### config.mk
export PLATFORM = sky130hd
export DESIGN_NAME = debounce_edge_detect
export DESIGN_NICKNAME = d
export VERILOG_FILES = /design/src/rtl/debounce_edge_detect.sv
export SDC_FILE = /design/constraint.sdc
export NUM_CORES = 1
export LEC_CHECK = 0
export ABC_CLOCK_PERIOD_IN_PS = 3500
export CAP_MARGIN = 20
export CORE_UTILIZATION = 47
export CTS_CLUSTER_DIAMETER = 50
export DETAILED_ROUTE_END_ITERATION = 6
export HOLD_SLACK_MARGIN = 0.15
export PLACE_DENSITY = 0.68
export SYNTH_ARGS = -nofsm -noshare
export SYNTH_HDL_FRONTEND = slang
export SYNTH_SLANG_ARGS = --single-unit
export TNS_END_PERCENT = 5
### constraint.sdc
create_clock -name clk -period 3.5 [get_ports clk]
set_input_delay 0.7 -clock clk [delete_from_list [all_inputs] [get_ports clk]]
set_output_delay 0.7 -clock clk [all_outputs]
set_load 0.05 [all_outputs]
### src/rtl/debounce_edge_detect.sv
// Switch conditioner: synchronizer, stability-count debounce FSM, edge pulses and bounce reporting.
// Optional auto-repeat of rise_pulse while held, enabled by defining DEBOUNCE_AUTOREPEAT_EN.
module debounce_edge_detect #(
  parameter int unsigned SYNC_STAGES   = 2,
  parameter int unsigned CNT_W         = 8,
  parameter int unsigned STABLE_CYCLES = 16,
  parameter int unsigned REPEAT_DELAY  = 64,
  parameter int unsigned REPEAT_PERIOD = 16
) (
  input  logic clk,
  input  logic reset,
  input  logic btn_in,
  input  logic en,
  output logic level,
  output logic rise_pulse,
  output logic fall_pulse,
  output logic glitch
);

  typedef enum logic [1:0] {
    IDLE_LOW,
    WAIT_HIGH,
    IDLE_HIGH,
    WAIT_LOW
  } state_t;

  // Acceptance fires on the last counted sample, so the counter never reaches STABLE_CYCLES.
  localparam logic [CNT_W-1:0] STABLE_LAST = CNT_W'(STABLE_CYCLES - 1);

  if (SYNC_STAGES < 2) begin : g_chk_sync
    $error("debounce_edge_detect: SYNC_STAGES must be at least 2");
  end
  if (STABLE_CYCLES < 1 || STABLE_CYCLES >= (1 << CNT_W)) begin : g_chk_stable
    $error("debounce_edge_detect: STABLE_CYCLES out of range for CNT_W");
  end
  if (REPEAT_DELAY < 1 || REPEAT_DELAY >= (1 << CNT_W)) begin : g_chk_delay
    $error("debounce_edge_detect: REPEAT_DELAY out of range for CNT_W");
  end
  if (REPEAT_PERIOD < 1 || REPEAT_PERIOD >= (1 << CNT_W)) begin : g_chk_period
    $error("debounce_edge_detect: REPEAT_PERIOD out of range for CNT_W");
  end

  logic [SYNC_STAGES-1:0] sync_q;
  logic                   sync_in;
  state_t                 state;
  logic [CNT_W-1:0]       stab_cnt;

`ifdef DEBOUNCE_AUTOREPEAT_EN
  localparam logic [CNT_W-1:0] DELAY_LAST  = CNT_W'(REPEAT_DELAY - 1);
  localparam logic [CNT_W-1:0] PERIOD_LAST = CNT_W'(REPEAT_PERIOD - 1);

  logic [CNT_W-1:0] rep_cnt;
  logic             rep_armed;
`endif

  // Metastability synchronizer, runs every clk regardless of en.
  always_ff @(posedge clk or negedge reset) begin
    if (!reset) begin
      sync_q <= '0;
    end else begin
      sync_q <= {sync_q[SYNC_STAGES-2:0], btn_in};
    end
  end

  assign sync_in = sync_q[SYNC_STAGES-1];

  // Debounce FSM with registered level and single-cycle pulses.
  always_ff @(posedge clk or negedge reset) begin
    if (!reset) begin
      state      <= IDLE_LOW;
      stab_cnt   <= '0;
      level      <= 1'b0;
      rise_pulse <= 1'b0;
      fall_pulse <= 1'b0;
      glitch     <= 1'b0;
`ifdef DEBOUNCE_AUTOREPEAT_EN
      rep_cnt    <= '0;
      rep_armed  <= 1'b0;
`endif
    end else begin
      rise_pulse <= 1'b0;
      fall_pulse <= 1'b0;
      glitch     <= 1'b0;
      unique case (state)
        IDLE_LOW: begin
          if (sync_in) begin
            state    <= WAIT_HIGH;
            stab_cnt <= '0;
          end
        end
        WAIT_HIGH: begin
          if (!sync_in) begin
            state  <= IDLE_LOW;
            glitch <= 1'b1;
          end else if (en) begin
            if (stab_cnt == STABLE_LAST) begin
              state      <= IDLE_HIGH;
              level      <= 1'b1;
              rise_pulse <= 1'b1;
`ifdef DEBOUNCE_AUTOREPEAT_EN
              rep_cnt    <= '0;
              rep_armed  <= 1'b0;
`endif
            end else begin
              stab_cnt <= stab_cnt + CNT_W'(1);
            end
          end
        end
        IDLE_HIGH: begin
          if (!sync_in) begin
            state    <= WAIT_LOW;
            stab_cnt <= '0;
          end
`ifdef DEBOUNCE_AUTOREPEAT_EN
          // First repeat after REPEAT_DELAY samples, then every REPEAT_PERIOD.
          else if (en) begin
            if (rep_cnt == (rep_armed ? PERIOD_LAST : DELAY_LAST)) begin
              rise_pulse <= 1'b1;
              rep_cnt    <= '0;
              rep_armed  <= 1'b1;
            end else begin
              rep_cnt <= rep_cnt + CNT_W'(1);
            end
          end
`endif
        end
        WAIT_LOW: begin
          if (sync_in) begin
            state  <= IDLE_HIGH;
            glitch <= 1'b1;
          end else if (en) begin
            if (stab_cnt == STABLE_LAST) begin
              state      <= IDLE_LOW;
              level      <= 1'b0;
              fall_pulse <= 1'b1;
`ifdef DEBOUNCE_AUTOREPEAT_EN
              rep_cnt    <= '0;
              rep_armed  <= 1'b0;
`endif
            end else begin
              stab_cnt <= stab_cnt + CNT_W'(1);
            end
          end
        end
      endcase
    end
  end

endmodule

# ---- Word level (Yosys, flattened, before mapping)
# Cells that the tools add are included.
dict set report totals {
  ff_bits 16
  in_bits 4
  out_inout_bits 4
  word_cells 61
}
dict set report op_classes {
  addsub 1
  n_eq_ne 16
  muxes 32
  reduce_logical 5
}
# op count
set ops {}
lappend ops {{$mux W8} 6}
lappend ops {{$pmux W8 S4} 1}
lappend ops {{$mux W2} 8}
lappend ops {{$ne A2 B2 Y1 const B} 8}
lappend ops {{$mux W1} 14}
lappend ops {{$ne A3 B3 Y1 const B} 4}
lappend ops {{$add A8 B1 Y8 const B} 1}
lappend ops {{$eq A8 B4 Y1 const B} 1}
lappend ops {{$pmux W2 S4} 1}
lappend ops {{$reduce_and A7 Y1} 1}
lappend ops {{$reduce_and A6 Y1} 1}
lappend ops {{$eq A2 B2 Y1 const B} 2}
lappend ops {{$pmux W1 S2} 2}
lappend ops {{$reduce_and A4 Y1} 1}
lappend ops {{$eq A2 B1 Y1 const B} 1}
lappend ops {{$logic_not A2 Y1} 1}
lappend ops {{$reduce_bool A2 Y1} 1}

# ---- Longest topological paths before layout
dict set report logic_depth {
  word_depth 5
  mapped_depth 6
  depth_no_buf 5
}

# ---- Worst setup path before layout
# No wires, ideal clock.
dict set report synth_timing {
  path_kind {register to register}
  startpoint {register stab_cnt[0]}
  endpoint {register (tool-made name)}
  t_arrival_ps 1452
  t_required_ps 3381
  setup_slack_ps 1929
  path_stages_with_launch 7
  path_buffers 1
  path_cell_list {dfrtp_1 -> ha_1 -> nand4bb_1 -> nor4_2 -> buf_2 -> nand2_1 -> a21bo_2}
}
# item line
set synth_rtl {}
lappend synth_rtl {{start, declared} 46} ;# logic [CNT_W-1:0] stab_cnt;
lappend synth_rtl {{start signal, assigned} 105} ;# stab_cnt <= stab_cnt + CNT_W'(1);
lappend synth_rtl {{start signal, assigned} 141} ;# stab_cnt <= stab_cnt + CNT_W'(1);

# ---- Worst setup path in the final report
dict set report layout_timing {
  startpoint {register level}
  endpoint {output port level}
}
# item line
set layout_rtl {}
lappend layout_rtl {{start, declared} 14} ;# output logic level,
lappend layout_rtl {{start signal, assigned} 72} ;# level <= 1'b0;
lappend layout_rtl {{start signal, assigned} 98} ;# level <= 1'b1;
lappend layout_rtl {{start signal, assigned} 134} ;# level <= 1'b0;
# No word-level cell between the ends.

==> impl_metrics.json <==
{
  "final_cells": 96,
  "cp_max_fo": 2,
  "reg2reg_from": "stab_cnt[0]",
  "cp-end-kind": "output pin",
  "drive_gt1_share_pct": 13.8,
  "worst_ep_required_time_ns": 2.80,
  "cts_resized": 0,
  "place_congestion": 0.953,
  "hold_viol_final": 0,
  "die_h_microns": 42.2,
  "cpMaxStageDelayCell": "clkdlybuf4s50_1",
  "stdcell_area_sq_um": 877,
  "cts_tree": "done",
  "fill_cells": 117,
  "synth_area_leaders": "dfrtp_1 53%, o21ai_0 5.3%, nand3b_1 4.0%, xnor2_1 3.5%, nand3_1 2.6%",
  "critPathMaxStageDelay_ns": 0.80,
  "worstHoldPathType": "flip-flop to flip-flop",
  "outcome": "completed",
  "grt_pass1_wl_microns": 2260,
  "rows": 14,
  "min_from": "sync_q[0]",
  "synth.distinct_cells": 29,
  "fp.dieW_microns": 42.2,
  "insertion_delay_ns": 0.28,
  "drc": 0,
  "layout_common_cells": "16 x dfrtp_1, 8 x o21ai_0, 7 x clkdlybuf4s50_1",
  "numCtsBuffers": 3,
  "wl_per_cell_microns": 14.1,
  "die-area_sq_um": 1780,
  "rrSetupSlack_ns": 1.38,
  "yosys_warnings": 0,
  "slew_violations": 0,
  "period_needed_ns": 2.14,
  "syn_area_sq_um": 759,
  "ir_drop_mv": 0.341,
  "vias_per_cell": 6.04,
  "p_leak_nw": 0.362,
  "critPathTopFamily": "buffers and inverters",
  "place_area_sq_um": 841,
  "postCtsSetupBuffers": 0,
  "holdBufCountCts": 0,
  "hold_depth": 0,
  "finalNetCount": 86,
  "cp-start-kind": "flip-flop",
  "worst_pin_slew_ns": 0.874,
  "setup_viol": 0,
  "io_buffers": 7,
  "dp_hpwl_microns": 960,
  "fin_skew_ns": 0.00496,
  "h-tree-depth": 1,
  "path_class": "flip-flop to output pin",
  "yosysTopAreaCellShare_pct": 52.7,
  "r2r-end": "level",
  "pin_count": 8,
  "timing.hold.worst_endpoint": "sync_q[1]",
  "cp.buffers_inverters": 1,
  "coreArea_sq_um": 1510,
  "drt_wl_total_microns": 1360,
  "initial_core_util_pct": 50.4,
  "rsz0062_at_grt": "false",
  "antennaDiodeCount": 0,
  "syn_inst": 71,
  "grt_overflow": 0,
  "grt_pass1_vias": 542,
  "drtAntennaViolNets": 0,
  "dp_cells": 92,
  "drt_first_pass_iters": 4,
  "ys_seq_area_share_pct": 52.7,
  "reg2reg_depth": 5,
  "mostFrequentLayoutCell": "dfrtp_1",
  "area.growth.synth_to_final_pct": 15.5,
  "setup_tns_ns": 0,
  "clock_sinks": 16,
  "ys_seq_elements": 16,
  "yosysTopAreaCell": "dfrtp_1",
  "grt_start_max_net_pins": 17,
  "drt_iter0_drc": 22,
  "grt_usage_pct": 17.0,
  "cp_cell_sequence": "clkdlybuf4s50_1",
  "powerDensity_nw_per_um2": 585,
  "syn-num-nets": 76,
  "cp-startpoint": "level",
  "max_cap_viol_count": 0,
  "whs_ns": 0.356,
  "vias": 580,
  "maxSlewHeadroom_pct": 41.2,
  "clk_path_buf_depth": 2,
  "clk_pin_slew_ns": 0.09,
  "syn_area_per_cell_sq_um": 10.7,
  "final_util_pct": 58.2,
  "root_buffer": "clkbuf_4",
  "crit_arrival_ns": 1.44,
  "fmax_ghz": 0.467,
  "antenna_found_initial": 0,
  "period_share_pct": 61.2
}
==> cell usage after synthesis, drive strengths merged <==
cell type / instances
or2: 2
nand3b: 4
dfrtp: 16
clkbuf: 1
o211ai: 1
nor3b: 1
and3: 2
o311ai: 1
a21bo: 1
o221ai: 2
nand3: 4
inv: 2
nand4bb: 1
ha: 1
a22oi: 1
nand2b: 2
nand4: 1
and2: 1
nor2: 3
nor4: 3
xnor2: 3
buf: 1
nor3: 1
a21oi: 1
o21ai: 8
a31o: 1
nor2b: 1
nand2: 5
==> final cells by class <==
cell class                      count  area (sq um)  area share [%]
Multi-Input combinational cell     51           343            39.1
Tap cell                           16          20.0            2.28
Timing Repair Buffer                7          70.1            7.99
Inverter                            2          7.51           0.856
Sequential cell                    16           400            45.6
Clock buffer                        4          36.3            4.14
==> how the worst max path moves through the flow <==
stage / end / slack (ns) / cells after the start
final: level / 1.36 / 1
after global placement: stab_cnt[4] / 1.32 / 5
after detailed placement: stab_cnt[4] / 1.28 / 5
after floorplan: flip-flop / 1.93 / 6
after CTS: level / 1.34 / 1
after global routing: level / 1.23 / 5
==> power breakdown <==
group | switching [mW] | internal, mW | leakage [nW]
clock | 0.0553 | 0.0632 | 0.0210
sequential | 0.0563 | 0.223 | 0.201
combinational | 0.0561 | 0.0592 | 0.140
==> registers in the layout (all words and copies together) (netlist names), named ones only <==
| register | cells |
|---|---|
| rise_pulse | 1 |
| stab_cnt | 8 |
| state | 1 |
| level | 1 |
| sync_q | 2 |
| glitch | 1 |
| fall_pulse | 1 |
==> cell families after synthesis <==
family	count (synthesis)	synth area share [%]
AOI/OAI and AO/OA	16	14.8
DFF	16	52.7
and+or+nand+nor	31	25.2
buffers and inverters	4	2.14
adders and majority gates	1	1.65
xor gates and xnor gates	3	3.46
==> per-layer routing <==
metal | GRT usage, % | part of all wire [%]
met1 | 23.9 | 48
met4 | 10.0 | 1.5
met2 | 24.9 | 44
met5 | 0 | 0
met3 | 2.59 | 6.1
==> through the flow <==
step           setup slack [ns]  total power, mW
6_report                   1.36            0.513
4_1_cts                    1.34            0.517
3_3_place_gp               1.32            0.394
3_5_place_dp               1.28            0.397
2_1_floorplan              1.93            0.356
5_1_grt                    1.23            0.543
(Power assumes the default switching activity.)
